[src/rtl/cdr_loop_ctrl.sv]
// cdr_loop_ctrl: digital CDR loop controller.
// Early/late votes from the bang-bang phase detector are summed over a fixed window.
// Each closed window yields a direction that drives a proportional + integral loop.
// The loop positions the phase-interpolator code. An IDLE/ACQ/TRACK/HOLD machine
// handles lock detection, slip recovery and the freeze (hold) mode.
module cdr_loop_ctrl #(
    parameter int PW           = 6,
    parameter int FRAC         = 4,
    parameter int WIN_LOG2     = 4,
    parameter int THRESH       = 2,
    parameter int KP_ACQ       = 8,
    parameter int KP_TRK       = 2,
    parameter int KI           = 1,
    parameter int FREQ_MAX     = 8,
    parameter int LOCK_TH      = 2,
    parameter int LOCK_WINDOWS = 8,
    parameter int UNLOCK_TH    = 12
) (
    input  logic          dclk,
    input  logic          rst_n,
    input  logic          enable,
    input  logic          freeze,
    input  logic          e,
    input  logic          l,
    output logic [PW-1:0] pi_code,
    output logic          pi_upd,
    output logic          locked,
    output logic [1:0]    state
);
    localparam int AW = PW + FRAC;                   // phase accumulator width
    localparam int VW = WIN_LOG2 + 2;                // signed vote sum width
    localparam int FW = $clog2(FREQ_MAX + 1) + 1;    // signed integral width
    localparam int SW = AW + 4;                      // signed width for loop arithmetic
    localparam int CW = $clog2(LOCK_WINDOWS + 1);    // quiet-window counter width

    localparam logic signed [VW-1:0] P_THRESH = VW'(THRESH);
    localparam logic signed [VW-1:0] P_LOCK   = VW'(LOCK_TH);
    localparam logic signed [VW-1:0] P_SLIP   = VW'(UNLOCK_TH);
    localparam logic signed [SW-1:0] P_FMAX   = SW'(FREQ_MAX);

    typedef enum logic [1:0] {
        S_IDLE  = 2'd0,
        S_ACQ   = 2'd1,
        S_TRACK = 2'd2,
        S_HOLD  = 2'd3
    } state_t;

    state_t                r_state, w_state_nxt;
    state_t                r_saved, w_saved_nxt;    // state to resume after HOLD
    logic signed [VW-1:0]  r_vote_sum;
    logic [WIN_LOG2-1:0]   r_win_cnt;
    logic [CW-1:0]         r_lock_cnt;
    logic [1:0]            r_slip_cnt;
    logic                  r_upd_pend;              // a window closed last cycle
    logic signed [1:0]     r_dir;
    logic                  r_kp_trk;                // closed window was in TRACK
    logic signed [FW-1:0]  r_freq_acc;
    logic [AW-1:0]         r_phase_acc;
    logic                  r_pi_upd;

    logic signed [VW-1:0]  w_vote, w_sum;
    logic signed [1:0]     w_dir;
    logic                  w_run, w_win_end, w_close;
    logic                  w_quiet, w_slip, w_lock_done, w_slip_done;
    logic signed [SW-1:0]  w_freq_raw, w_freq_sat, w_kp, w_step;
    logic [AW-1:0]         w_phase_nxt;

    // Window arithmetic: this cycle's vote, the total including it, and its classification
    always_comb begin
        // NOTE: every combinational output is given a default first so no path infers a latch.
        w_vote = '0;
        if (e && !l)      w_vote = VW'(1);
        else if (l && !e) w_vote = '1;              // -1
        w_sum       = r_vote_sum + w_vote;
        w_run       = enable && !freeze && (r_state == S_ACQ || r_state == S_TRACK);
        w_win_end   = (r_win_cnt == '1);
        w_close     = w_run && w_win_end;
        w_dir       = 2'b00;
        if (w_sum > P_THRESH)       w_dir = 2'b01;
        else if (w_sum < -P_THRESH) w_dir = 2'b11;
        w_quiet     = (w_sum <= P_LOCK) && (w_sum >= -P_LOCK);
        w_slip      = (w_sum >= P_SLIP) || (w_sum <= -P_SLIP);
        w_lock_done = w_quiet && (r_lock_cnt == CW'(LOCK_WINDOWS - 1));
        w_slip_done = w_slip && (r_slip_cnt == 2'd1);
    end

    // State register
    always_ff @(posedge dclk or negedge rst_n) begin
        // NOTE: sequential state uses non-blocking assignments so every flop samples pre-edge values.
        if (!rst_n) begin
            r_state <= S_IDLE;
            r_saved <= S_IDLE;
        end else begin
            r_state <= w_state_nxt;
            r_saved <= w_saved_nxt;
        end
    end

    // Next-state: disable beats freeze, freeze beats window close
    always_comb begin
        w_state_nxt = r_state;
        w_saved_nxt = r_saved;
        if (!enable) begin
            w_state_nxt = S_IDLE;
        end else begin
            case (r_state)
                S_IDLE: w_state_nxt = S_ACQ;
                S_ACQ, S_TRACK: begin
                    if (freeze) begin
                        w_state_nxt = S_HOLD;
                        w_saved_nxt = r_state;
                    end else if (w_win_end) begin
                        if (r_state == S_ACQ && w_lock_done)   w_state_nxt = S_TRACK;
                        if (r_state == S_TRACK && w_slip_done) w_state_nxt = S_ACQ;
                    end
                end
                S_HOLD: if (!freeze) w_state_nxt = r_saved;
                default: w_state_nxt = S_IDLE;
            endcase
        end
    end

    // Outputs: locked follows TRACK and keeps its value through a HOLD taken from TRACK
    always_comb begin
        locked = (r_state == S_TRACK) || (r_state == S_HOLD && r_saved == S_TRACK);
    end

    assign state   = r_state;
    assign pi_code = r_phase_acc[AW-1:FRAC];
    assign pi_upd  = r_pi_upd;

    // Vote window and lock/slip counters; any non-running cycle discards the partial window
    always_ff @(posedge dclk or negedge rst_n) begin
        if (!rst_n) begin
            r_vote_sum <= '0;
            r_win_cnt  <= '0;
            r_lock_cnt <= '0;
            r_slip_cnt <= '0;
        end else if (!enable) begin
            r_vote_sum <= '0;
            r_win_cnt  <= '0;
            r_lock_cnt <= '0;
            r_slip_cnt <= '0;
        end else if (!w_run) begin
            r_vote_sum <= '0;
            r_win_cnt  <= '0;
        end else if (w_win_end) begin
            r_vote_sum <= '0;
            r_win_cnt  <= '0;
            if (r_state == S_ACQ) begin
                if (!w_quiet || w_lock_done) r_lock_cnt <= '0;
                else                         r_lock_cnt <= r_lock_cnt + CW'(1);
            end else begin
                if (!w_slip) begin
                    r_slip_cnt <= '0;
                end else if (w_slip_done) begin
                    r_slip_cnt <= '0;
                    r_lock_cnt <= '0;
                end else begin
                    r_slip_cnt <= r_slip_cnt + 2'd1;
                end
            end
        end else begin
            r_vote_sum <= w_sum;
            r_win_cnt  <= r_win_cnt + WIN_LOG2'(1);
        end
    end

    // Capture the window decision; the gain is chosen by the state the window closed in
    always_ff @(posedge dclk or negedge rst_n) begin
        if (!rst_n) begin
            r_upd_pend <= 1'b0;
            r_dir      <= '0;
            r_kp_trk   <= 1'b0;
        end else begin
            r_upd_pend <= w_close;
            if (w_close) begin
                r_dir    <= w_dir;
                r_kp_trk <= (r_state == S_TRACK);
            end
        end
    end

    // Loop filter arithmetic: saturating integral path plus proportional kick
    always_comb begin
        w_freq_raw = SW'(r_freq_acc) + SW'(r_dir) * SW'(KI);
        w_freq_sat = w_freq_raw;
        if (w_freq_raw > P_FMAX)       w_freq_sat = P_FMAX;
        else if (w_freq_raw < -P_FMAX) w_freq_sat = -P_FMAX;
        w_kp        = r_kp_trk ? SW'(KP_TRK) : SW'(KP_ACQ);
        w_step      = SW'(r_dir) * w_kp + w_freq_sat;
        w_phase_nxt = r_phase_acc + AW'(w_step);    // modular wrap of the phase
    end

    // Apply the pending loop update one cycle after window close and flag code changes
    always_ff @(posedge dclk or negedge rst_n) begin
        if (!rst_n) begin
            r_freq_acc  <= '0;
            r_phase_acc <= '0;
            r_pi_upd    <= 1'b0;
        end else if (r_upd_pend) begin
            r_freq_acc  <= FW'(w_freq_sat);
            r_phase_acc <= w_phase_nxt;
            r_pi_upd    <= (w_phase_nxt[AW-1:FRAC] != r_phase_acc[AW-1:FRAC]);
        end else begin
            r_pi_upd    <= 1'b0;
        end
    end

endmodule
[config.mk]
export PLATFORM = sky130hd
export DESIGN_NAME = cdr_loop_ctrl
export DESIGN_NICKNAME = d
export VERILOG_FILES = /design/src/rtl/cdr_loop_ctrl.sv
export SDC_FILE = /design/constraint.sdc
export NUM_CORES = 1
export LEC_CHECK = 0
export CORE_AREA = 4 4 86 88
export DETAILED_ROUTE_END_ITERATION = 10
export DIE_AREA = 0 0 90 92
export GPL_TIMING_DRIVEN = 0
export HOLD_SLACK_MARGIN = 0.08
export MAX_ROUTING_LAYER = met4
export PLACE_DENSITY = 0.7
export SYNTH_ARGS = -nofsm -noshare
export SYNTH_HDL_FRONTEND = slang
export SYNTH_SLANG_ARGS = --single-unit
export TNS_END_PERCENT = 100
[constraint.sdc]
create_clock -name dclk -period 6.33 [get_ports dclk]
set_input_delay 0.9495 -clock dclk [delete_from_list [all_inputs] [get_ports dclk]]
set_output_delay 0.9495 -clock dclk [all_outputs]
set_load 0.01 [all_outputs]
==> results.md, run 1 <==
* Reg2Reg Setup Slack at 1.11 ns
* Worst VDD drop at roughly 0.00013 V
* Die extent in y at 92 um
* Cell count after synthesis at 343
* Clock sink total at 40
* Largest area contributor in the netlist: dfrtp_1
* Fin. Hold Viols at 0
* # diodes at 0
* Hpwl dp at 4.53 mm
* Post-CTS sizing at 0
* Crit Path Class: reg2reg
* Most used routing layer: met2
* R2r startpoint: r_dir[1]
* Sequential-to-total area share from yosys stat at 31.0%
* Deepest clock path buffer count at 2
* Setup Viol. Count Final at 0
* Met1 global-route usage at 18.3%
* Vias/cell at 5.47
* Final Power at 0.664 mW
* Worst min path class: reg2reg
* Max stage delay on crit path at 0.69 ns
* Clk_lat worst skew at 0.29 ns
* Final GP Congestion at 0.884
* TritonRoute pass-1 iters at 4
* RSZ-0062 raised after global routing: false
* Largest net degree at the start of global routing at 36
* TNS Setup at 0 ns
* Ys flop type: dfrtp_1
* CTS root buffer: clkbuf_8
* Max cap viols at 0
* DRT antenna net count at 0
* Clock period minus worst slack at 5.22 ns
* CTS tree: done
* Filler Cell Count at 609
* Yosys cell types at 54
* Port Buf Inserts at 15
* Global-route wire length before repair at 10.2 mm
* Total Routing Usage GR at 15.0%
* GRT met2 Usage at a little over a quarter
* Number of max-slew violations in the final report at 0
* Rel. slew slack at roughly 55%
* Ratio of cells with drive above 1 in the final layout at 9.29%
* Most numerous cell in the Yosys netlist: dfrtp_1
* Synthesis-stage register bit count at 40
* Required @ worst endpoint at 6.50 ns
* Post-synth top cells: 40 x dfrtp_1, 39 x inv_1, 34 x ha_1
* WL/cell at 12.8 um
* Top achievable clock speed at 0.191 GHz
* Arr. time, crit path at between 5 and 6 ns
* Core Footprint at 6640 um2
* Ports at 16
* Status: complete, no violations
* Post-Syn Area at 3230 um2
* Area grow syn2layout at 12.2%
* Clock-pin transition on the worst setup and hold timing paths at around 0.080 ns
* Worst hold path depth at 1
* Buf/Inv on CP at 1
* Met3 Use GR at between 2 and 2.5%
* Slew @ Worst Pin at 0.671 ns
* DR iter-0 viols at 57
* Vias in the first global route at between 2000 and 2500
* R2R depth at 18
* Min-delay src: r_win_cnt[0]
* LEAKAGE at 1.79 nW
* Final wirelength at 5.72 mm
* Gr ovfl total at 0
* Rows at 30
* Syn Nets at slightly below 400
* EDFF count, synth at 0
* DRC viols at 0
* P per Cell Area at ~180 nW/um2
* CP Cell Sequence: ha_1 > a211oi_1 > nor2_1 > o22ai_2 > nor3_1 > nand2b_1 > and2_1 > fa_1 > ha_1 > inv_1 > fa_1 > nand2b_1 > a211oi_1 > o2111a_1 > a211oi_1 > xnor2_1 > xor2_1 > o41a_1
* Crit-path max FO at 13
* Number of buffers created by CTS at 5
* Fin crit share at between 80% and 90%
* Hold buffers post-CTS at 0
* Vias at 2439
* Post CTS Setup Buffer Count at 0
* Largest cells by area after synthesis: dfrtp_1 31%, ha_1 13%, fa_1 7.4%
* Critical Path Start Type: flip-flop
* Die X at 90 um
* H-tree depth at 2
* Die Area at 8280 um2
* Crit path top cell by count: a211oi_1
* Crit path from: r_dir[1]
* Synthesized area per cell at approximately 9.4 um2
* Antenna violations before repair at 0
* Delay-heaviest family, CP: compound AO/OA/AOI/OAI gates
* FFs w/ async S/R, synth at 100%
* YS warnings at 0
* CP endpoint kind: flip-flop
* Synth top area share at between 30 and 40%
* Post-Route Skew at 0.00857 ns
* Reg-to-Reg End: pi_upd
* Initial Util at 48.6%
* Worst hold endpoint: r_win_cnt[0]
* Final nets at 418
* Slowest CP cell: dfrtp_1
## power breakdown
group | internal (mW) | switching (mW) | total, mW
sequential | 0.270 | 0.0159 | 0.286
clock | 0.155 | 0.0904 | 0.246
combinational | 0.0594 | 0.0737 | 0.133
## layout by cell type, fill, tap and decap left out, types with 5 or more instances in the layout
| cell | netlist | layout |
|---|---|---|
| xnor2_1 | 14 | 14 |
| ha_1 | 34 | 34 |
| clkdlybuf4s50_1 | 0 | 14 |
| nand2_1 | 20 | 20 |
| nand3_1 | 13 | 13 |
| dfrtp_1 | 40 | 40 |
| a21oi_1 | 18 | 18 |
| a211oi_1 | 5 | 5 |
| fa_1 | 12 | 12 |
| buf_4 | 6 | 6 |
| xor2_1 | 9 | 9 |
| a21o_1 | 6 | 6 |
| nor3_1 | 8 | 8 |
| mux2_2 | 11 | 11 |
| and2_1 | 9 | 9 |
| inv_1 | 39 | 39 |
| o21ai_1 | 5 | 5 |
| clkbuf_8 | 0 | 5 |
| nor2_1 | 28 | 28 |
## sequential cells by signal, indices dropped and copies added, names as in the netlist
name and count:
r_lock_cnt 4, r_win_cnt 4, r_kp_trk 1, r_upd_pend 1, pi_upd 1, r_dir 2, r_freq_acc 5, r_vote_sum 6
r_phase_acc 10, state 2, r_slip_cnt 2, r_saved 2
## logic make-up (layout without fill, tap and decap cells)
| group | after synthesis | in the layout | synth area share, % |
|---|---|---|---|
| xor gates and xnor gates | 23 | 23 | 6.24 |
| and+or+nand+nor | 102 | 102 | 15.6 |
| adders and majority gates | 46 | 46 | 20.6 |
| AOI/OAI and AO/OA | 66 | 66 | 14.8 |
| buffers and inverters | 51 | 74 | 6.63 |
| muxes | 15 | 15 | 5.12 |
| DFF | 40 | 40 | 31.0 |
## per-stage QoR
stage,setup WS (ns),area (um2),util (%),instances,hold slack [ns]
after detailed placement,1.04,3490,52.6,439,0.459
after global routing,0.685,3620,54.5,446,0.477
final,1.11,3620,54.5,446,0.470
after CTS,1.05,3620,54.5,446,0.470
after floorplan,1.69,3230,-,343,0.433
after global placement,1.08,3480,52.3,438,0.456
## cell type report
type	count	area (um2)	share of cell area, %
multi-input cells	252	2010	55.6
flip-flops and latches	40	1000	27.6
repair buffers	16	165	4.56
inverters	41	154	4.25
well taps	80	100	2.76
clock buffers	5	68.8	1.90
clock inverters	2	60.1	1.66
plain buffers	10	60.1	1.66
## worst max-delay path by stage
stage              to  cells after the start
2_1_floorplan  pi_upd                     18
3_3_place_gp   pi_upd                     18
3_5_place_dp   pi_upd                     18
4_1_cts        pi_upd                     18
5_1_grt        pi_upd                     18
6_report       pi_upd                     18
## layer usage
metal  routed length, um  vias up
li1                    -     1226
met1                2710     1166
met2                2800       35
met3                 126       12
met4                  87        0
met5                   0        -
Power figures use the tool's default switching activity.
==> run 2: changes to the inputs <==
clock period = 5.4 ns   (was 6.33 ns; I/O delays follow)
==> results.md, run 2 (same netlist as run 1, synthesis figures left out) <==
* Crit Path Class: reg2reg
* R2r startpoint: r_dir[0]
* Area grow syn2layout at 12.4%
* Max FFs per register at 10 (unchanged)
* Global-route wire length before repair at 10.2 mm (unchanged)
* H-tree depth at 2 (unchanged)
* Top achievable clock speed at 0.202 GHz (+5.5%)
* Multi-input gate area at 2020 um2 (+0.25%)
* Clock period minus worst slack at 4.95 ns (-0.273 ns)
* Ports at 16 (unchanged)
* TNS Setup at 0 ns (unchanged)
* Filler Cell Count at 607 (-0.33%)
* DRT antenna net count at 0 (unchanged)
* Core Footprint at 6640 um2 (unchanged)
* DRC viols at 0 (unchanged)
* Number of max-slew violations in the final report at 0 (unchanged)
* Top reg by flops: r_phase_acc
* Post CTS Setup Buffer Count at 0 (unchanged)
* Vias at 2448 (+0.37%)
* Final Power at 0.779 mW (+17%)
* Initial Util at 48.6% (unchanged)
* Worst slack at placement at 0.112 ns (-0.930 ns)
* Die X at 90 um (unchanged)
* WL/cell at 12.9 um (+0.35%)
* Reg-to-Reg End: pi_upd
* Status: complete, no violations
* Hpwl dp at 4.53 mm (unchanged)
* Final GP Congestion at 0.884 (unchanged)
* Fin crit share at 91.7% (+9.2 points)
* R2R depth at 19 (+1)
* Ratio of cells with drive above 1 in the final layout at 9.84% (+0.55 points)
* Setup Viol. Count Final at 0 (unchanged)
* CTS root buffer: clkbuf_8
* Post-Route Skew at 0.00857 ns (-0.00000114 ns)
* Crit-path max FO at 5 (-8)
* Commonest cells after routing, fill and taps aside: 39 x inv_1, 39 x dfrtp_1, 34 x ha_1
* Post-route insts no fill at 446 (unchanged)
* Hold buffers post-CTS at 0 (unchanged)
* Total Routing Usage GR at 15.0% (unchanged)
* Reg2Reg Setup Slack at 0.45 ns (-0.66 ns)
* Slew @ Worst Pin at 0.671 ns (-0.000291 ns)
* Register area at 1000 um2 (+0.12%)
* DR iter-0 viols at 56 (-1.8%)
* Crit path from: r_dir[0]
* Required @ worst endpoint at 5.57 ns (-0.93 ns)
* Die extent in y at 92 um (unchanged)
* Clk_lat worst skew at 0.29 ns (about the same)
* Clock sink total at 40 (unchanged)
* Vias in the first global route at 2373 (unchanged)
* P per Cell Area at 215 nW/um2 (+17%)
* Min setup slack post-route at 0.449 ns (-0.657 ns)
* RSZ-0062 raised after global routing: false
* Antenna violations before repair at 0 (unchanged)
* Deepest clock path buffer count at 2 (unchanged)
* Die Area at 8280 um2 (unchanged)
* Port Buf Inserts at 15 (unchanged)
* Vias/cell at 5.49 (+0.37%)
* Fin. Hold Viols at 0 (unchanged)
* CTS tree: done
* Dpl cells at 439 (unchanged)
* Final wirelength at 5.74 mm (+0.35%)
* TritonRoute pass-1 iters at 4 (unchanged)
* Largest registers: r_phase_acc x10, r_vote_sum x6, r_freq_acc x5
* Worst VDD drop at 0.000154 V (+17%)
* Rows at 30 (unchanged)
* Worst min path class: in2async
* Post-CTS sizing at 0 (unchanged)
* Largest net degree at the start of global routing at 36 (unchanged)
* # diodes at 0 (unchanged)
* Clock-pin transition on the worst setup and hold timing paths at 0.08 ns (about the same)
* Gr ovfl total at 0 (unchanged)
* LEAKAGE at 1.79 nW (about the same)
* Arr. time, crit path at 5.13 ns (-0.27 ns)
* Final nets at 418 (unchanged)
* Critical Path Start Type: flip-flop
* Number of buffers created by CTS at 5 (unchanged)
* Rel. slew slack at 55.3% (about the same)
* Max cap viols at 0 (unchanged)
* CP endpoint kind: flip-flop
## run 2: cell count changes in the layout (fill, tap and decap cells not counted)
| cell | previous run | this run |
|---|---|---|
| a211oi_1 | 5 | 4 |
| a211oi_2 | 0 | 1 |
| dfrtp_1 | 40 | 39 |
| dfrtp_2 | 0 | 1 |
## run 2: metrics by stage
| stage | hold slack [ns] | util [%] | instance area [um2] |
|---|---|---|---|
| 2_1_floorplan | 0.433 | - | 3230 |
| 3_3_place_gp | 0.456 | 52.3 | 3480 |
| 3_5_place_dp | 0.459 | 52.6 | 3490 |
| 4_1_cts | 0.341 | 54.5 | 3620 |
| 5_1_grt | 0.338 | 54.6 | 3630 |
| 6_report | 0.344 | 54.6 | 3630 |
## run 2: report_power, final
| part | internal [mW] | switching [mW] |
|---|---|---|
| combinational | 0.0696 | 0.0865 |
| clock | 0.182 | 0.106 |
| sequential | 0.316 | 0.0186 |
| total | 0.568 | 0.211 |
## run 2: area by class of cell
type                       count  area share (%)
inverter                      41            4.24
buffer                        10            1.66
multi-input combinational    252            55.6
clock inverter                 2            1.66
sequential                    40            27.6
tap                           80            2.76
clock buffer                   5            1.90
timing repair buffer          16            4.55
## run 2: worst max-delay path by stage
stage	end	cells after the start	slack (ns)
2_1_floorplan	pi_upd	18	0.76
3_3_place_gp	pi_upd	18	0.15
3_5_place_dp	pi_upd	18	0.11
4_1_cts	pi_upd	18	0.12
5_1_grt	pi_upd	18	0.19
6_report	pi_upd	19	0.45
## run 2: critical path, cell delays in order, from the launching register on
cell and delay (ns):
dfrtp_1 0.44, ha_1 0.26, fa_1 0.41, a21o_1 0.20
a21oi_1 0.17, xnor2_1 0.16, nor3_1 0.13, nand2b_1 0.22
and2_1 0.21, fa_1 0.49, ha_1 0.15, inv_1 0.05
fa_1 0.38, nand2b_1 0.20, a211oi_2 0.37, o2111a_1 0.22
a211oi_1 0.06, xnor2_1 0.24, xor2_1 0.10, o41a_1 0.38
## run 2: layer usage
layer  up-vias  wire length [um]  track usage [%]
met5         -                 0                -
met4         0                87             3.95
met3        12               133             2.46
met2        37              2800             26.1
met1      1173              2720             18.3
li1       1226                 -                -
